<file path="src/rtl/ips2l_uart_32bit_pkg.sv">
// ips2l_uart_32bit_pkg: shared state encoding and word/byte geometry for the UART word scheduler
package ips2l_uart_32bit_pkg;
   typedef enum logic [1:0] {
      IDLE = 2'd0,
      SEND = 2'd1,
      GAP  = 2'd2
   } state_t;
   localparam int BYTES_PER_WORD = 4;
   localparam int BYTE_W = 8;
   localparam int WORD_W = BYTE_W * BYTES_PER_WORD;
   localparam int CNT_W = 2;
   localparam logic [CNT_W-1:0] CNT_LAST = CNT_W'(BYTES_PER_WORD - 1);
endpackage

</file>
<file path="src/rtl/ips2l_rr_arb2.sv">
// ips2l_rr_arb2: two-requester round-robin arbiter, rr names the requester preferred on contention
module ips2l_rr_arb2 (
   input  logic [1:0] valid,
   input  logic       rr,
   input  logic       en,
   output logic [1:0] grant
);
   assign grant[0] = en & valid[0] & (~valid[1] | ~rr);
   assign grant[1] = en & valid[1] & (~valid[0] | rr);
endmodule

</file>
<file path="src/rtl/ips2l_uart_word_sched_32bit.sv">
// ips2l_uart_word_sched_32bit: round-robin 32-bit word scheduler serialising onto a byte UART; IPS2L_UART_WORD_GAP_EN adds baud-tick spacing between words
module ips2l_uart_word_sched_32bit
   import ips2l_uart_32bit_pkg::*;
#(
   parameter int MSB_FIRST = 0,
   parameter int GAP_TICKS = 16
) (
   input  logic                clk,
   input  logic                rst,
   input  logic                clk_en,
   input  logic                req0_valid,
   input  logic [WORD_W-1:0]   req0_data,
   output logic                req0_ready,
   input  logic                req1_valid,
   input  logic [WORD_W-1:0]   req1_data,
   output logic                req1_ready,
   output logic [BYTE_W-1:0]   tx_data,
   output logic                tx_valid,
   input  logic                tx_ready,
   output logic                busy,
   output logic                grant_id
);
   state_t            state;
   logic [WORD_W-1:0] sreg;
   logic [CNT_W-1:0]  cnt;
   logic              rr;
   logic [1:0]        grant;
`ifdef IPS2L_UART_WORD_GAP_EN
   logic [7:0]        gap_cnt;
`else
   logic              unused_gap_cfg;
   assign unused_gap_cfg = clk_en ^ (GAP_TICKS != 0);
`endif

   ips2l_rr_arb2 u_arb (
      .valid ({req1_valid, req0_valid}),
      .rr    (rr),
      .en    (state == IDLE),
      .grant (grant)
   );

   assign req0_ready = grant[0];
   assign req1_ready = grant[1];
   assign busy       = (state != IDLE);
   assign tx_data    = (MSB_FIRST != 0) ? sreg[WORD_W-1 -: BYTE_W] : sreg[BYTE_W-1:0];

   // capture the granted word, shift out one byte per accepted handshake, then pace or return to idle
   always_ff @(posedge clk or posedge rst) begin
      if (rst) begin
         state    <= IDLE;
         sreg     <= '0;
         cnt      <= '0;
         rr       <= 1'b0;
         grant_id <= 1'b0;
         tx_valid <= 1'b0;
`ifdef IPS2L_UART_WORD_GAP_EN
         gap_cnt  <= '0;
`endif
      end else begin
         case (state)
            IDLE: if (|grant) begin
               sreg     <= grant[1] ? req1_data : req0_data;
               grant_id <= grant[1];
               rr       <= ~grant[1];
               tx_valid <= 1'b1;
               state    <= SEND;
            end
            SEND: if (tx_valid && tx_ready) begin
               if (cnt != CNT_LAST) begin
                  sreg <= (MSB_FIRST != 0) ? sreg << BYTE_W : sreg >> BYTE_W;
                  cnt  <= cnt + 1'b1;
               end else begin
                  tx_valid <= 1'b0;
                  cnt      <= '0;
`ifdef IPS2L_UART_WORD_GAP_EN
                  gap_cnt  <= 8'(GAP_TICKS);
                  state    <= (GAP_TICKS != 0) ? GAP : IDLE;
`else
                  state    <= IDLE;
`endif
               end
            end
`ifdef IPS2L_UART_WORD_GAP_EN
            GAP: begin
               if (gap_cnt == 8'd0) state <= IDLE;
               else if (clk_en) gap_cnt <= gap_cnt - 8'd1;
            end
`endif
            default: state <= IDLE;
         endcase
      end
   end
endmodule

</file>
<file path="config.mk">
export PLATFORM = sky130hd
export DESIGN_NAME = ips2l_uart_word_sched_32bit
export DESIGN_NICKNAME = d
export VERILOG_FILES = /design/src/rtl/ips2l_uart_32bit_pkg.sv /design/src/rtl/ips2l_rr_arb2.sv /design/src/rtl/ips2l_uart_word_sched_32bit.sv
export SDC_FILE = /design/constraint.sdc
export NUM_CORES = 1
export LEC_CHECK = 0
export BUFFER_PORTS_ARGS = -buffer_cell sky130_fd_sc_hd__buf_4
export CORE_MARGIN = 2
export CORE_UTILIZATION = 45
export CTS_BUF_LIST = sky130_fd_sc_hd__clkbuf_4
export DETAILED_ROUTE_END_ITERATION = 12
export HOLD_SLACK_MARGIN = 0.02
export PLACE_DENSITY = 0.76
export REMOVE_ABC_BUFFERS = 1
export SYNTH_ARGS = -nofsm -noshare
export SYNTH_HDL_FRONTEND = slang
export SYNTH_SLANG_ARGS = --single-unit
</file>
<file path="constraint.sdc">
create_clock -name clk -period 1.6 [get_ports clk]
set_input_delay 0 -clock clk [delete_from_list [all_inputs] [get_ports clk]]
set_output_delay 0 -clock clk [all_outputs]
set_load 0.05 [all_outputs]
</file>
==> run summary <==
Share of layout cells above drive strength 1 - 35.7%
Synthesized area - 2130 um^2
F_max - 0.643 GHz
Post-route minimum period - 1550 ps
Worst skew pair latency - 330 ps
TritonCTS Buffers - 5
Worst Path Required - 1870 ps
Final-report hold violation count - 0
Met2 GRT Util - 42.6%
Critical path buffers and inverters - 2
Via/cell ratio - 5.06
Post_cts resized - 0
Die Area - 5310 um^2
CP endpoint kind - register
Area Overhead vs Synth - 64.8%
Slew margin rel. - 68.2%
Synth cell types - 26
Top post-synthesis cells by area - dfrtp_1 43%, mux2i_1 15%, o211ai_2 13%, nand2_1 5.8%, nand3_1 5.6%
Core area - 4660 um^2
Critical Path AT - 1820 ps
Clock Root Buffer - clkbuf_4
Final setup violation count - 0
Critical path's largest stage delay - 580 ps
Die height - 72.9 um
Row Count - 25
Top delay family on crit path - buffers and inverters
Clock skew - 7.65 ps
Async SR Flop Fraction - 100%
Synth Register Bits - 37
Setup TNS - 0 ps
Post-DP Area - 2760 um^2
Warnings from Yosys - 0
Worst Hold Class - in2async
R2R Path Start - tx_valid$_DFFE_PP0P_
Initial antenna violation count - 0
Worst-path fanout max - 9
R2R depth - 4
DP HPWL - 3.11 mm
GRT Util Overall - 22.9%
GPL Wtd Cong - 0.707
Max-slew violations - 0
Final Util - 75.5%
CP max stage cell - dlygate4sd3_1
Cell area after layout - 3520 um^2
Initial DRC count - 128
Power per cell area - 1260 nW/um^2
Most common cell in the netlist - dfrtp_1
Grt ovf - 0
First-pass GRT wire length - 9.38 mm
Die span in x - 72.9 um
Initial Utilization - 45.8%
ANT cells - 0
Period utilisation layout - 97.2%
Leading area contributor after synthesis - dfrtp_1
Routed via count - 2030
Met1 Usage GRT - 26.9%
Drt first pass iters - 4
Register area share after synthesis - 43.4%
Worst r2r dst - rr$_DFFE_PP0P_
Status - complete, no violations
PortBufs - 81
Setup Fix Bufs, Post-CTS - 0
R2R Setup Slk - 50 ps
GRT met3 Usage - 3.87%
Top cell type's share of synthesized area - 43.4%
Final layout net count - 417
Avg Inst Size Synth - 10.5 um^2
Number of synthesized flops with an enable pin - 0
IO Pins - 83
DRT antenna net count - 0
Cell leakage power - 1.77 nW
Top FF cell, synth - dfrtp_1
Largest net degree at the start of global routing - 38
H-tree levels - 2
GRT busiest layer - met2
Unrepaired setup endpoints after global routing - true
Fill cell count - 326
Post-synth top cells - 37 x dfrtp_1, 33 x nand2_1, 32 x mux2i_1
VDD IR max - 0.764 mV
WL/cell - 14.5 um
Cell count after synthesis - 204
Worst Tran Pin Value - 477 ps
Setup crit start kind - register
CTS tree - built
Clock Pin Slew Worst Setup and Hold Paths - 110 ps
Number of global-route vias before repair - 2078
Worst path cell trace - buf_4, nand2b_1, o21ai_0, dlygate4sd3_1
Clock Path Buffers - 2
Maxcap violations - 0
Routed WL - 5.83 mm
Worst setup path class - reg2reg
DRC - 0
Sink Count - 37
==> worst max-delay path by stage <==
stage | start | end | slack [ps] | cells past startpoint
after floorplan | rr$_DFFE_PP0P_ | req1_ready | -1740 | 2
after global placement | cnt[0]$_DFFE_PP0P_ | sreg[20]$_DFFE_PP0P_ | 170 | 6
after detailed placement | cnt[0]$_DFFE_PP0P_ | sreg[18]$_DFFE_PP0P_ | 140 | 6
after CTS | tx_valid$_DFFE_PP0P_ | req0_ready | 80 | 4
after global routing | tx_valid$_DFFE_PP0P_ | req0_ready | -10 | 4
final | tx_valid$_DFFE_PP0P_ | rr$_DFFE_PP0P_ | 50 | 4
==> per-stage QoR <==
stage | hold WS [ps] | total power [mW] | setup slack (ps) | cells
detailed placement | 137 | 3.76 | 138 | 323
global route | 391 | 4.75 | -10.7 | 401
floorplan | 110 | 2.99 | -1740 | 179
finish | 353 | 4.44 | 45.3 | 401
global placement | 140 | 3.69 | 173 | 323
CTS | 310 | 4.45 | 82.9 | 401
==> routing by layer <==
| layer | share of wire [%] | wire length, um | vias up |
|---|---|---|---|
| li1 | - | - | 1000 |
| met1 | 42 | 2420 | 957 |
| met2 | 54 | 3130 | 67 |
| met3 | 3.8 | 224 | 6 |
| met4 | 0.91 | 53 | 0 |
| met5 | 0 | 0 | - |
==> layout by cell type (no fill, tap or decap) <==
| master | instances |
|---|---|
| nor3_2 | 1 |
| o22ai_1 | 1 |
| or2_2 | 1 |
| nor3_1 | 1 |
| buf_12 | 4 |
| nor2_1 | 1 |
| a21oi_2 | 1 |
| o211ai_2 | 22 |
| nand3_1 | 24 |
| o21ai_0 | 2 |
| nand2b_1 | 2 |
| dfrtp_1 | 37 |
| nand2_1 | 33 |
| dlygate4sd3_1 | 70 |
| o21ai_4 | 1 |
| o21ai_1 | 8 |
| a31oi_1 | 1 |
| a21o_1 | 2 |
| ha_1 | 1 |
| mux2_1 | 1 |
| o211ai_1 | 2 |
| buf_4 | 86 |
| a21oi_1 | 1 |
| clkbuf_4 | 8 |
| mux2i_1 | 32 |
| inv_1 | 3 |
| clkinv_1 | 1 |
==> cells by family (layout without fill, tap and decap cells) <==
logic type	count (synthesis)	after routing	synth area share [%]
buf+inv	29	172	9.20
mux	33	33	15.5
simple gates	63	63	13.2
compound gates	41	41	18.1
fa+ha+maj	1	1	0.586
flops	37	37	43.4
==> sequential cells by signal, summed over array words and instances, names as in the netlist <==
signal,count
rr,1
tx_valid,1
cnt,2
sreg,32
grant_id,1
==> final cells by class <==
| class | count | area [um^2] | area share (%) |
|---|---|---|---|
| timing repair buffer | 160 | 1430 | 40.5 |
| inverter | 4 | 15.0 | 0.427 |
| clock buffer | 8 | 60.1 | 1.71 |
| multi-input combinational | 138 | 1020 | 29.1 |
| tap | 54 | 67.6 | 1.92 |
| sequential | 37 | 926 | 26.3 |
==> power breakdown <==
group	internal, mW	switching (mW)	leakage, nW
clock	0.226	0.292	0.0368
combinational	1.06	1.34	1.26
sequential	1.30	0.212	0.477
==> what timing repair did <==
item,in CTS,in global routing
endpoints found under the setup margin,0,2
hold buffers,70,0
hold endpoints to repair,73,0
==> worst min-delay path, delay by kind of cell <==
kind	cells	cell delay, ps
buf+inv	4	1140
(Power assumes the default switching activity.)
